===== src/rtl/fifo_arb_pkg.sv =====
// Shared constants and types for the FIFO drain arbiter.
package fifo_arb_pkg;

    localparam int NCH = 4;   // number of source FIFOs
    localparam int DW  = 6;   // word width per channel
    localparam int GW  = 2;   // grant / channel index width
    localparam int CW  = 4;   // burst counter width (BURST up to 15)

    typedef enum logic {
        ST_ARB  = 1'b0,
        ST_XFER = 1'b1
    } state_t;

    // Channel index k steps after g, wrapping modulo NCH.
    function automatic logic [GW-1:0] grant_add(input logic [GW-1:0] g, input logic [GW-1:0] k);
        return g + k;
    endfunction

endpackage


===== src/rtl/fifo_drain_arb_rr_pick4.sv =====
// Next-grant picker: rotating search starting after the current grant,
// with optional fixed priority for channel 0.
module rr_pick4
    import fifo_arb_pkg::*;
(
    input  logic [NCH-1:0] empty,
    input  logic [GW-1:0]  g,
    input  logic           prio,
    output logic [GW-1:0]  g_next,
    output logic           any
);

    // Walk the search order backwards so the earliest non-empty candidate wins;
    // k = NCH wraps back to the current grant, which is considered last.
    always_comb begin
        g_next = g;
        any    = ~&empty;
        for (int k = NCH; k >= 1; k--) begin
            if (!empty[grant_add(g, GW'(k))]) begin
                g_next = grant_add(g, GW'(k));
            end
        end
        // With channel 0 empty the rotation above already skips it, so
        // channels 1-3 keep round-robin order among themselves.
        if (prio && !empty[0]) begin
            g_next = '0;
        end
    end

endmodule


===== src/rtl/fifo_drain_arb.sv =====
// Drains four channel FIFOs into one registered output stream, granting one
// channel at a time for up to BURST words. Channel switches take one
// arbitration cycle. Define FIFO_ARB_PRIO_EN to give channel 0 absolute
// priority at every arbitration; otherwise pure 4-way round-robin.
module fifo_drain_arb
    import fifo_arb_pkg::*;
#(
    parameter int BURST = 4
)
(
    input  logic              clk,
    input  logic              rst,
    input  logic [NCH-1:0]    empty,
    input  logic [NCH*DW-1:0] pdi,
    output logic [NCH-1:0]    oe,
    input  logic              rdy,
    output logic [DW-1:0]     pdo,
    output logic [GW-1:0]     ch,
    output logic              ov
);

`ifdef FIFO_ARB_PRIO_EN
    localparam logic PRIO = 1'b1;
`else
    localparam logic PRIO = 1'b0;
`endif

    localparam logic [CW-1:0] LAST = CW'(BURST - 1);

    state_t          state;
    state_t          state_nxt;
    logic [GW-1:0]   g;
    logic [GW-1:0]   g_nxt;
    logic [GW-1:0]   g_pick;
    logic [CW-1:0]   cnt;
    logic [CW-1:0]   cnt_nxt;
    logic            any;
    logic            fire;
    logic [DW-1:0]   pdi_sel;

    rr_pick4 u_pick (
        .empty  (empty),
        .g      (g),
        .prio   (PRIO),
        .g_next (g_pick),
        .any    (any)
    );

    // Read strobe for the granted channel; a held word that is not being
    // accepted blocks the next read so nothing is lost during a stall.
    always_comb begin
        fire  = (state == ST_XFER) && !empty[g] && (!ov || rdy);
        oe    = '0;
        oe[g] = fire;
    end

    // Select the granted channel's read data.
    always_comb begin
        pdi_sel = '0;
        for (int n = 0; n < NCH; n++) begin
            if (g == GW'(n)) begin
                pdi_sel = pdi[n*DW +: DW];
            end
        end
    end

    // Next-state, next-grant and burst counter.
    always_comb begin
        state_nxt = state;
        g_nxt     = g;
        cnt_nxt   = cnt;
        case (state)
            ST_ARB: begin
                if (any) begin
                    g_nxt     = g_pick;
                    cnt_nxt   = '0;
                    state_nxt = ST_XFER;
                end
            end
            ST_XFER: begin
                if (fire) begin
                    cnt_nxt = cnt + CW'(1);
                end
                // An emptied channel gives up the rest of its burst.
                if ((fire && (cnt == LAST)) || empty[g]) begin
                    state_nxt = ST_ARB;
                end
            end
            default: begin
                state_nxt = ST_ARB;
            end
        endcase
    end

    // FSM, grant and counter registers; grant resets to 3 so the first
    // search begins at channel 0.
    always_ff @(posedge clk or negedge rst) begin
        if (!rst) begin
            state <= ST_ARB;
            g     <= '1;
            cnt   <= '0;
        end else begin
            state <= state_nxt;
            g     <= g_nxt;
            cnt   <= cnt_nxt;
        end
    end

    // Output word register: load on strobe, drop valid once accepted.
    always_ff @(posedge clk or negedge rst) begin
        if (!rst) begin
            pdo <= '0;
            ch  <= '0;
            ov  <= 1'b0;
        end else if (fire) begin
            pdo <= pdi_sel;
            ch  <= g;
            ov  <= 1'b1;
        end else if (rdy) begin
            ov  <= 1'b0;
        end
    end

endmodule


===== config.mk =====
export PLATFORM = sky130hd
export DESIGN_NAME = fifo_drain_arb
export DESIGN_NICKNAME = d
export VERILOG_FILES = /design/src/rtl/fifo_arb_pkg.sv /design/src/rtl/fifo_drain_arb_rr_pick4.sv /design/src/rtl/fifo_drain_arb.sv
export SDC_FILE = /design/constraint.sdc
export NUM_CORES = 1
export LEC_CHECK = 0
export BUFFER_PORTS_ARGS = -buffer_cell sky130_fd_sc_hd__buf_4
export CAP_MARGIN = 20
export CORE_MARGIN = 2
export CORE_UTILIZATION = 45
export DETAILED_ROUTE_END_ITERATION = 12
export HOLD_SLACK_MARGIN = 0.15
export PLACE_DENSITY = 0.74
export SYNTH_ARGS = -nofsm -noshare
export SYNTH_HDL_FRONTEND = slang
export SYNTH_HIERARCHICAL = 1
export SYNTH_SLANG_ARGS = --single-unit
export TNS_END_PERCENT = 50

===== constraint.sdc =====
create_clock -name clk -period 4.7 [get_ports clk]
set_input_delay 0.47 -clock clk [delete_from_list [all_inputs] [get_ports clk]]
set_output_delay 0.47 -clock clk [all_outputs]
set_load 0.03 [all_outputs]

==> results of run 1 <==
state kept, by name (all words and copies together), names as in the netlist:
signal  cells
g           2
state       1
ch          2
ov          1
cnt         4
pdo         6
worst paths after layout:
kind,end,slack [ns],from
setup reg to reg,pdo[4],2.37,g[0]
hold reg to reg,ch[0],0.51,ch[0]
min in group asynchronous,cnt[0],0.57,rst
setup / recovery,oe[2],2.14,g[1]
hold / removal,ch[0],0.51,ch[0]
max in group asynchronous,g[1],3.87,rst
power groups by stage:
stage | Clock, mW | Combinational (mW) | Sequential, mW
2_1_floorplan | 0 | 0.286 | 0.326
3_3_place_gp | 0 | 0.439 | 0.289
3_5_place_dp | 0 | 0.454 | 0.293
4_1_cts | 0.0809 | 0.457 | 0.291
5_1_grt | 0.0881 | 0.489 | 0.305
6_report | 0.0793 | 0.454 | 0.292
metal layers:
metal  global-route usage  vias to the layer above  share of wire
met5                    0                        -              0
met4               0.0385                        0         0.0038
met3               0.0400                        2          0.048
met2                0.381                       36           0.54
met1                0.259                      470           0.41
li1                     -                      454              -
final cells by class:
class,instances,area (um^2)
repair buffers,44,333
inverters,3,11.3
multi-input cells,76,627
clock buffers,4,26.3
well taps,28,35.0
flip-flops and latches,16,403
fillers,180,798
logic make-up after synthesis:
kind of cell    count (synthesis)
simple gates                   37
compound gates                 17
mux                            16
flops                          16
buf+inv                         7
xor+xnor                        3
fa+ha+maj                       1
other cells                     1
layout by cell type (no fill, tap or decap), types with 4 or more instances in the layout:
master   synthesis  routed
buf_4            0      43
nand2_1         16      16
dfrtp_1         14      14
mux2_2           8       8
mux4_1           6       6
o21ai_0          5       5
nor2_1           4       4
nor3_1           4       4
a21oi_1          4       4
worst reg2reg max path, cell delays in order, from the launching register on:
cell     delay [ns]
dfstp_2        0.77
mux4_2         0.62
nor3_4         0.42
mux2_2         0.40
timing repair:
item | 4_1_cts | 5_1_grt
endpoints found under the hold margin | 14 | 0
hold buffers | 1 | 0
setup endpoints to repair | 0 | 0
stage by stage:
stage	setup slack (ns)	hold WS [ns]
after floorplan	2.44	0.174
after global placement	2.44	0.341
after detailed placement	2.38	0.347
after CTS	2.15	0.512
after global routing	2.04	0.527
final	2.14	0.508
==> impl_metrics.yaml, run 1 <==
status:
  run_status: "completed"
floorplan:
  floorplan.die.width_um: 52.7
  core_area_um2: 2230
  floorplan.rows: 17
  die_area_um2: 2780
  die_h_um: 52.7
  i_o_pin_cnt: 44
  initial_core_utilization: 0.478
synthesis:
  synthesis.area_um2: 1070
  synth.top_cell.area_share: 0.328
  synth-compound-area-share: 0.105
  ys.flop_type: "dfrtp_1"
  synth-edff-count: 0
  synth_top_family_by_area: "multiplexers"
  yosys-top-cells-area: "dfrtp_1 33%, mux4_1 15%, mux2_2 8.4%, nand2_1 5.6%, dfstp_2 4.9%"
  async_flop_share: 1.00
  simple_logic_cell_fraction_of_the_synthesized_area: 0.176
  postSynthAreaPerCell_um2: 10.9
  synth_seq_cells: 16
  yosys.area.top_type: "dfrtp_1"
  synth_mux_area_frac: 0.262
  netlist_instances: 98
  synth.yosys.warnings: 6
  netlist-cell-type-count: 34
  synth_adder_area_share: 0.0117
  yosysSeqAreaShare: 0.377
  synthMostInstantiatedCell: "nand2_1"
  synth_xor_xnor_area_share: 0.0246
  synth_commonest_cells: "16 x nand2_1, 14 x dfrtp_1, 8 x mux2_2"
power_and_ir_drop:
  vdd_drop_max_mv: 0.379
  power.internal_uw: 458
  reported_leakage_power_nw: 0.678
  power.share.sequential: 0.353
  power-per-cell-area_nw_per_um2: 575
  power.switching_uw: 368
  p_comb_frac: 0.550
  p_total_uw: 826
  clock_power_share: 0.096
  power.share.switching: 0.446
worst_setup_path:
  worst_path_largest_cell_delay_ns: 0.79
  timing_worst_setup_path_type: "flip-flop to primary output"
  logic_depth_of_the_worst_register_to_register_path: 3
  worstPathCellList: "mux2_2 -> or3_1 -> nor2_1 -> buf_4"
  critPathMaxFanout: 22
  start_kind: "flip-flop"
  cp_data_arrival_time_ns: 2.09
  crit_path_end_kind: "primary output"
  worstSetupPathDepth: 4
  worst-path-buf-inv: 1
  crit_family: "flip-flops"
  critical_path.slowest_cell: "dfstp_2"
  worst_ep_required_time_ns: 4.23
place:
  dpl-instance-area_um2: 1400
  placedCellCount: 166
  gpl.final_weighted_congestion: 0.788
  post-dp-hpwl_um: 1990
  place.port_buffers: 43
hold_path:
  number_of_stages_on_the_worst_hold_path: 1
  path_class_of_the_lowest_slack_min_delay_path: "flip-flop to flip-flop"
cells_and_area:
  final_layout_size_suffix_gt1_frac: 0.420
  finalNetCount: 176
  syn2layout_area_growth_pct: 34.3
  post-route-util: 0.643
  final_design_area_no_fill_um2: 1440
  total_inserted_antenna_cells: 0
  stdcell_count: 171
clocking:
  cts_inserted_buffers: 3
  cts_root_buffer: "clkbuf_4"
  cts_tree: "yes"
  ctsHtreeMaxLevel: 1
  ctsResizeCount: 0
  post-cts-setup-buffer-count: 0
  number_of_sinks_on_the_clock_net: 16
  clk_latency_ns: 0.29
  clockBufferDepth: 2
  clkSlewWorstSetupHoldPaths_ns: 0.10
sta:
  post-route-min-period_ns: 2.56
  setup_viol: 0
  finalHoldViolCount: 0
  clock_skew_ns: 0.00451
  max-slew-margin-rel: 0.664
  final_critical_path_share_of_the_clock_period: 0.544
  timing.setup.tns_ns: 0
  worst-slew-pin-transition_ns: 0.503
  report.final.slew_viol_count: 0
  achievable-frequency_ghz: 0.391
  unrepaired_setup_endpoints_after_global_routing: "false"
grt:
  gr-total-overflow: 0
  grt_use_total: 0.210
  grt_start_max_net_pins: 23
  grt_pass1_wl_um: 4250
  antenna_violations_before_repair: 0
  first_global_vias: 943
route:
  dr_total_vias: 962
  vias_per_cell: 5.63
  antenna_violating_nets_post_route: 0
  number_of_optimization_iterations_in_the_first_detailed_route_pass: 4
  drt_first_iter_violations: 17
  route.final.wire_length_um: 2630
  remaining_drc_errors: 0
  routedWlPerCell_um: 15.4
job:
  maxCapViolations: 0
No activity file was read; power rests on OpenSTA's default activity.
==> inputs of run 2 (changes only) <==
Clock period 4.7 ns to 2.65 ns, I/O delays scaled along.
==> run 2 against run 1 <==
Net effect:
- combinational power grew 85%
- cell count rose by 0.58%
- hold slack worse by 0.16 ns
- cell area increased by 0.52%
- core utilization grew 0.34 points
- critical path depth down 1
- non-clock buffer count rose by 1
- sequential share of layout area decreased by 0.15 points
- critical path type is now flip-flop to flip-flop
- critical endpoint is now pdo[0]
- largest power group unchanged
- highest routed layer unchanged
==> impl_metrics.yaml, run 2 (synthesis gave the netlist of run 1 again) <==
route:
  dr_total_vias: 967
  number_of_optimization_iterations_in_the_first_detailed_route_pass: 4
  routed-wl-met3_um: 152
  met2_wire_length_um: 1200
  routedLengthMet1_um: 1010
  routedWlPerCell_um: 13.8
  route.final.wire_length_um: 2370
  remaining_drc_errors: 0
  topRoutingLayerUsed: "met4"
  vias_per_cell: 5.62
  antenna_violating_nets_post_route: 0
  drt_first_iter_violations: 19
worst_setup_path:
  start_kind: "flip-flop"
  critical_path.slowest_cell: "dfstp_2"
  critPathMaxFanout: 16
  cp_data_arrival_time_ns: 2.50
  worst_path_largest_cell_delay_ns: 0.76
  worst_ep_required_time_ns: 2.83
  worstPathCellList: "mux4_2 -> nor3_4 -> mux2_2"
  crit_path_end_kind: "flip-flop"
  timing_worst_setup_path_type: "flip-flop to flip-flop"
sta:
  max-slew-margin-rel: 0.646
  final_critical_path_share_of_the_clock_period: 0.875
  report.final.slew_viol_count: 0
  post-route-min-period_ns: 2.32
  achievable-frequency_ghz: 0.431
  unrepaired_setup_endpoints_after_global_routing: "false"
  timing.setup.tns_ns: 0
  setup_viol: 0
  worst-slew-pin-transition_ns: 0.529
  finalHoldViolCount: 0
  postLayoutSetupSlackWorst_ns: 0.331
  clock_skew_ns: 0.00760
power_and_ir_drop:
  power.share.sequential: 0.332
  power-per-cell-area_nw_per_um2: 1010
  clock_power_share: 0.093
  vdd_drop_max_mv: 0.601
  power.switching_uw: 642
  reported_leakage_power_nw: 0.683
  power.internal_uw: 819
  power.share.switching: 0.439
  p_comb_frac: 0.576
clocking:
  ctsHtreeMaxLevel: 1
  cts_inserted_buffers: 3
  cts_hold_repair.buffers: 1
  ctsResizeCount: 0
  post-cts-setup-buffer-count: 0
  number_of_sinks_on_the_clock_net: 16
  cts_root_buffer: "clkbuf_4"
  clockBufferDepth: 2
  clkSlewWorstSetupHoldPaths_ns: 0.10
  cts_tree: "yes"
  clk_latency_ns: 0.29
cells_and_area:
  stdcell_count: 172
  final_layout_size_suffix_gt1_frac: 0.424
  finalNetCount: 177
  total_inserted_antenna_cells: 0
  largest_registers: "pdo: 6 flops, cnt: 4 flops"
  syn2layout_area_growth_pct: 35.0
  final_common_cell: "buf_4"
  number_of_flip_flops_under_the_largest_register_name: 6
  layout.cells.most_common_list: "44 x buf_4, 16 x nand2_1, 14 x dfrtp_1"
  top_register: "pdo"
  number_of_inserted_filler_cells_in_the_final_layout: 185
status:
  run_status: "completed"
place:
  gpl.final_weighted_congestion: 0.818
  post-dp-hpwl_um: 1830
  place.port_buffers: 43
  detailedPlace.worstSlack_ns: 0.332
  placedCellCount: 167
floorplan:
  core_area_um2: 2230
  floorplan.rows: 17
  die_area_um2: 2780
  floorplan.die.width_um: 52.7
  initial_core_utilization: 0.478
  die_h_um: 52.7
  i_o_pin_cnt: 44
grt:
  grt_use_total: 0.182
  gr-total-overflow: 0
  grt_pass1_wl_um: 3730
  first_global_vias: 867
  grt_start_max_net_pins: 18
  antenna_violations_before_repair: 0
hold_path:
  path_class_of_the_lowest_slack_min_delay_path: "input port to flip-flop"
job:
  maxCapViolations: 0
-- run 2: changes by cell type in the layout (fill, tap and decap cells not counted) --
cell   delta
buf_4     +1
-- run 2: worst paths after layout --
path	start	endpoint	slack (ns)	cells after the start
worst max-delay path	g[0]	pdo[0]	0.33	3
worst min-delay path	rdy	ov	0.35	3
worst max register to register	g[0]	pdo[0]	0.33	3
worst min register to register	ch[0]	ch[0]	0.51	1
max in group asynchronous	rst	g[1]	2.03	2
min in group asynchronous	rst	ch[1]	0.36	2
-- run 2: final cells by class --
class                           count  area [um^2]  share of cell area
Clock buffer                        4         26.3              0.0182
Multi-Input combinational cell     76          627               0.435
Tap cell                           28         35.0              0.0243
Timing Repair Buffer               45          340               0.236
Inverter                            3         11.3             0.00781
Sequential cell                    16          403               0.279
-- run 2: through the flow --
stage                util  area [um^2]  power (mW)  hold WS [ns]
global route        0.646         1440        1.56         0.360
floorplan               -         1070        1.09       -0.0306
global placement    0.630         1410        1.31         0.136
detailed placement  0.630         1410        1.33         0.142
finish              0.646         1440        1.46         0.349
CTS                 0.646         1440        1.47         0.340
-- run 2: worst max-delay path: cells and delay by family, from the launching register on --
family        cells  cell delay [ns]
mux               2             1.02
flops             1             0.76
simple gates      1             0.44
-- run 2: power by group through the flow --
stage | registers [mW] | logic [mW] | clock network, mW
final | 0.484 | 0.841 | 0.136
after global routing | 0.500 | 0.908 | 0.153
after CTS | 0.485 | 0.847 | 0.141
after detailed placement | 0.487 | 0.844 | 0
after global placement | 0.481 | 0.826 | 0
after floorplan | 0.579 | 0.507 | 0
-- run 2: layer usage --
metal,global-route usage,vias to the layer above
met4,0.0556,0
met5,0,-
met2,0.281,42
li1,-,457
met3,0.0486,2
met1,0.249,466
==> inputs of run 3 (changes only) <==
Settings changed: CORE_UTILIZATION 45 to 43.
Clock period 2.65 ns to 1.87 ns, I/O delays scaled along.
==> run 3 against run 2 <==
Net effect:
- the flow now finishes with violations (setup timing)
- wire length rose by 14%
- critical path type is now flip-flop to primary output
- largest cell class unchanged
- sequential share of layout area down 1.6 points
- clock skew fell by 0.0040 ns
==> impl_metrics.yaml, run 3 (synthesis gave the netlist of run 1 again) <==
status:
  run_status: "finished with violations"
  violations: "setup timing"
worst_setup_path:
  worst-path-buf-inv: 1
  worst_r2r_endpoint: "pdo[0]"
  start_kind: "flip-flop"
  worst_path_largest_cell_delay_ns: 0.56
  logic_depth_of_the_worst_register_to_register_path: 4
  timing_worst_setup_path_type: "flip-flop to primary output"
  worstPathCellList: "mux2_2 -> or3_4 -> nor2_4 -> buf_6"
  worst_r2r_setup_slack_ns: 0.01
  crit_family: "flip-flops"
  critical_path.slowest_cell: "dfstp_2"
  critPathMaxFanout: 3
  cp_data_arrival_time_ns: 1.80
  r2r-start: "g[0]"
  crit_path_end_kind: "primary output"
  worst_ep_required_time_ns: 1.68
place:
  place.port_buffers: 43
  post-dp-hpwl_um: 2000
  gpl.final_weighted_congestion: 0.784
  placedCellCount: 171
  dpl-instance-area_um2: 1440
cells_and_area:
  largest_registers: "pdo: 6 flops, cnt: 4 flops"
  number_of_flip_flops_under_the_largest_register_name: 6
  final_common_cell: "buf_4"
  final_design_area_no_fill_um2: 1530
  layout.cells.most_common_list: "44 x buf_4, 16 x nand2_1, 14 x dfrtp_1"
  stdcell_count: 177
  top_register: "pdo"
  total_inserted_antenna_cells: 0
  final_layout_size_suffix_gt1_frac: 0.456
  syn2layout_area_growth_pct: 43.1
  finalNetCount: 180
route:
  remaining_drc_errors: 0
  route.final.wire_length_um: 2690
  number_of_optimization_iterations_in_the_first_detailed_route_pass: 4
  dr_total_vias: 978
  drt_first_iter_violations: 11
  routedWlPerCell_um: 15.2
  vias_per_cell: 5.53
  antenna_violating_nets_post_route: 0
floorplan:
  i_o_pin_cnt: 44
  initial_core_utilization: 0.443
  core_area_um2: 2410
  floorplan.die.width_um: 53.9
  die_h_um: 53.9
  floorplan.rows: 18
  die_area_um2: 2900
clocking:
  cts_inserted_buffers: 3
  clk_latency_ns: 0.29
  clockBufferDepth: 2
  cts_tree: "yes"
  number_of_sinks_on_the_clock_net: 16
  ctsHtreeMaxLevel: 1
  cts_root_buffer: "clkbuf_4"
  clkSlewWorstSetupHoldPaths_ns: 0.10
sta:
  report.final.slew_viol_count: 0
  timing.setup.tns_ns: -0.421
  finalHoldViolCount: 0
  clock_skew_ns: 0.00362
  postLayoutSetupSlackWorst_ns: -0.120
  final_critical_path_share_of_the_clock_period: 1.06
  achievable-frequency_ghz: 0.503
  unrepaired_setup_endpoints_after_global_routing: "true"
  setup_viol: 4
  post-route-min-period_ns: 1.99
grt:
  grt_pass1_wl_um: 4310
  first_global_vias: 972
  gr-total-overflow: 0
  grt_start_max_net_pins: 19
  grt_use_total: 0.214
  antenna_violations_before_repair: 0
hold_path:
  number_of_stages_on_the_worst_hold_path: 3
  whs_endpoint: "ov"
  worst_hold_startpoint: "rdy"
  path_class_of_the_lowest_slack_min_delay_path: "input port to flip-flop"
power_and_ir_drop:
  reported_leakage_power_nw: 0.729
  power-per-cell-area_nw_per_um2: 1500
  vdd_drop_max_mv: 0.922
job:
  maxCapViolations: 0
[run 3: changes by cell type in the layout (fill, tap and decap cells not counted), sizes merged]
cell  previous run  this run
buf             44        47
[run 3: metal layers]
metal,up-vias,GRT usage,part of all wire
met3,4,0.0528,0.054
met5,-,0,0
met4,0,0.0855,0.013
li1,459,-,-
met1,479,0.244,0.40
met2,36,0.380,0.53
[run 3: cell type report]
cell class,count,area (um^2)
flip-flops and latches,16,403
clock buffers,4,26.3
inverters,3,11.3
well taps,30,37.5
multi-input cells,76,668
repair buffers,48,383
fillers,201,881
[run 3: worst max-delay path by stage]
| stage | from | to | slack (ns) | depth (start not counted) |
|---|---|---|---|---|
| 4_1_cts | g[1] | oe[2] | -0.12 | 4 |
| 2_1_floorplan | g[0] | ch[1] | -0.16 | 5 |
| 3_5_place_dp | g[0] | pdo[5] | 0.0002 | 4 |
| 5_1_grt | g[1] | oe[1] | -0.18 | 5 |
| 6_report | g[1] | oe[0] | -0.12 | 4 |
| 3_3_place_gp | g[0] | pdo[2] | 0.04 | 4 |
[run 3: worst register-to-register path, cell delays in order, from the launching register on]
cell	delay [ns]
dfstp_2	0.55
mux4_2	0.55
nor3_4	0.17
buf_12	0.17
mux2_4	0.31
[run 3: through the flow]
step | hold WS (ns) | setup slack, ns | util | total power [mW]
global placement | 0.0524 | 0.0374 | 0.596 | 1.91
finish | 0.261 | -0.120 | 0.634 | 2.30
CTS | 0.261 | -0.121 | 0.621 | 2.21
detailed placement | 0.0602 | 0.000168 | 0.596 | 1.96
floorplan | -0.109 | -0.161 | - | 1.54
global route | 0.307 | -0.184 | 0.634 | 2.46
[run 3: repair_timing]
action | 4_1_cts | 5_1_grt
hold buffers | 1 | 0
gates resized for setup | 4 | 9
setup endpoints to repair | 8 | 13
buffers inserted | 1 | 0
endpoints found under the hold margin | 16 | 0
pin swaps | 1 | 2
[run 3: where the power goes]
group | internal [mW] | total [mW] | switching [mW]
registers | 0.514 | 0.638 | 0.124
clock network | 0.0831 | 0.200 | 0.117
logic | 0.715 | 1.46 | 0.743
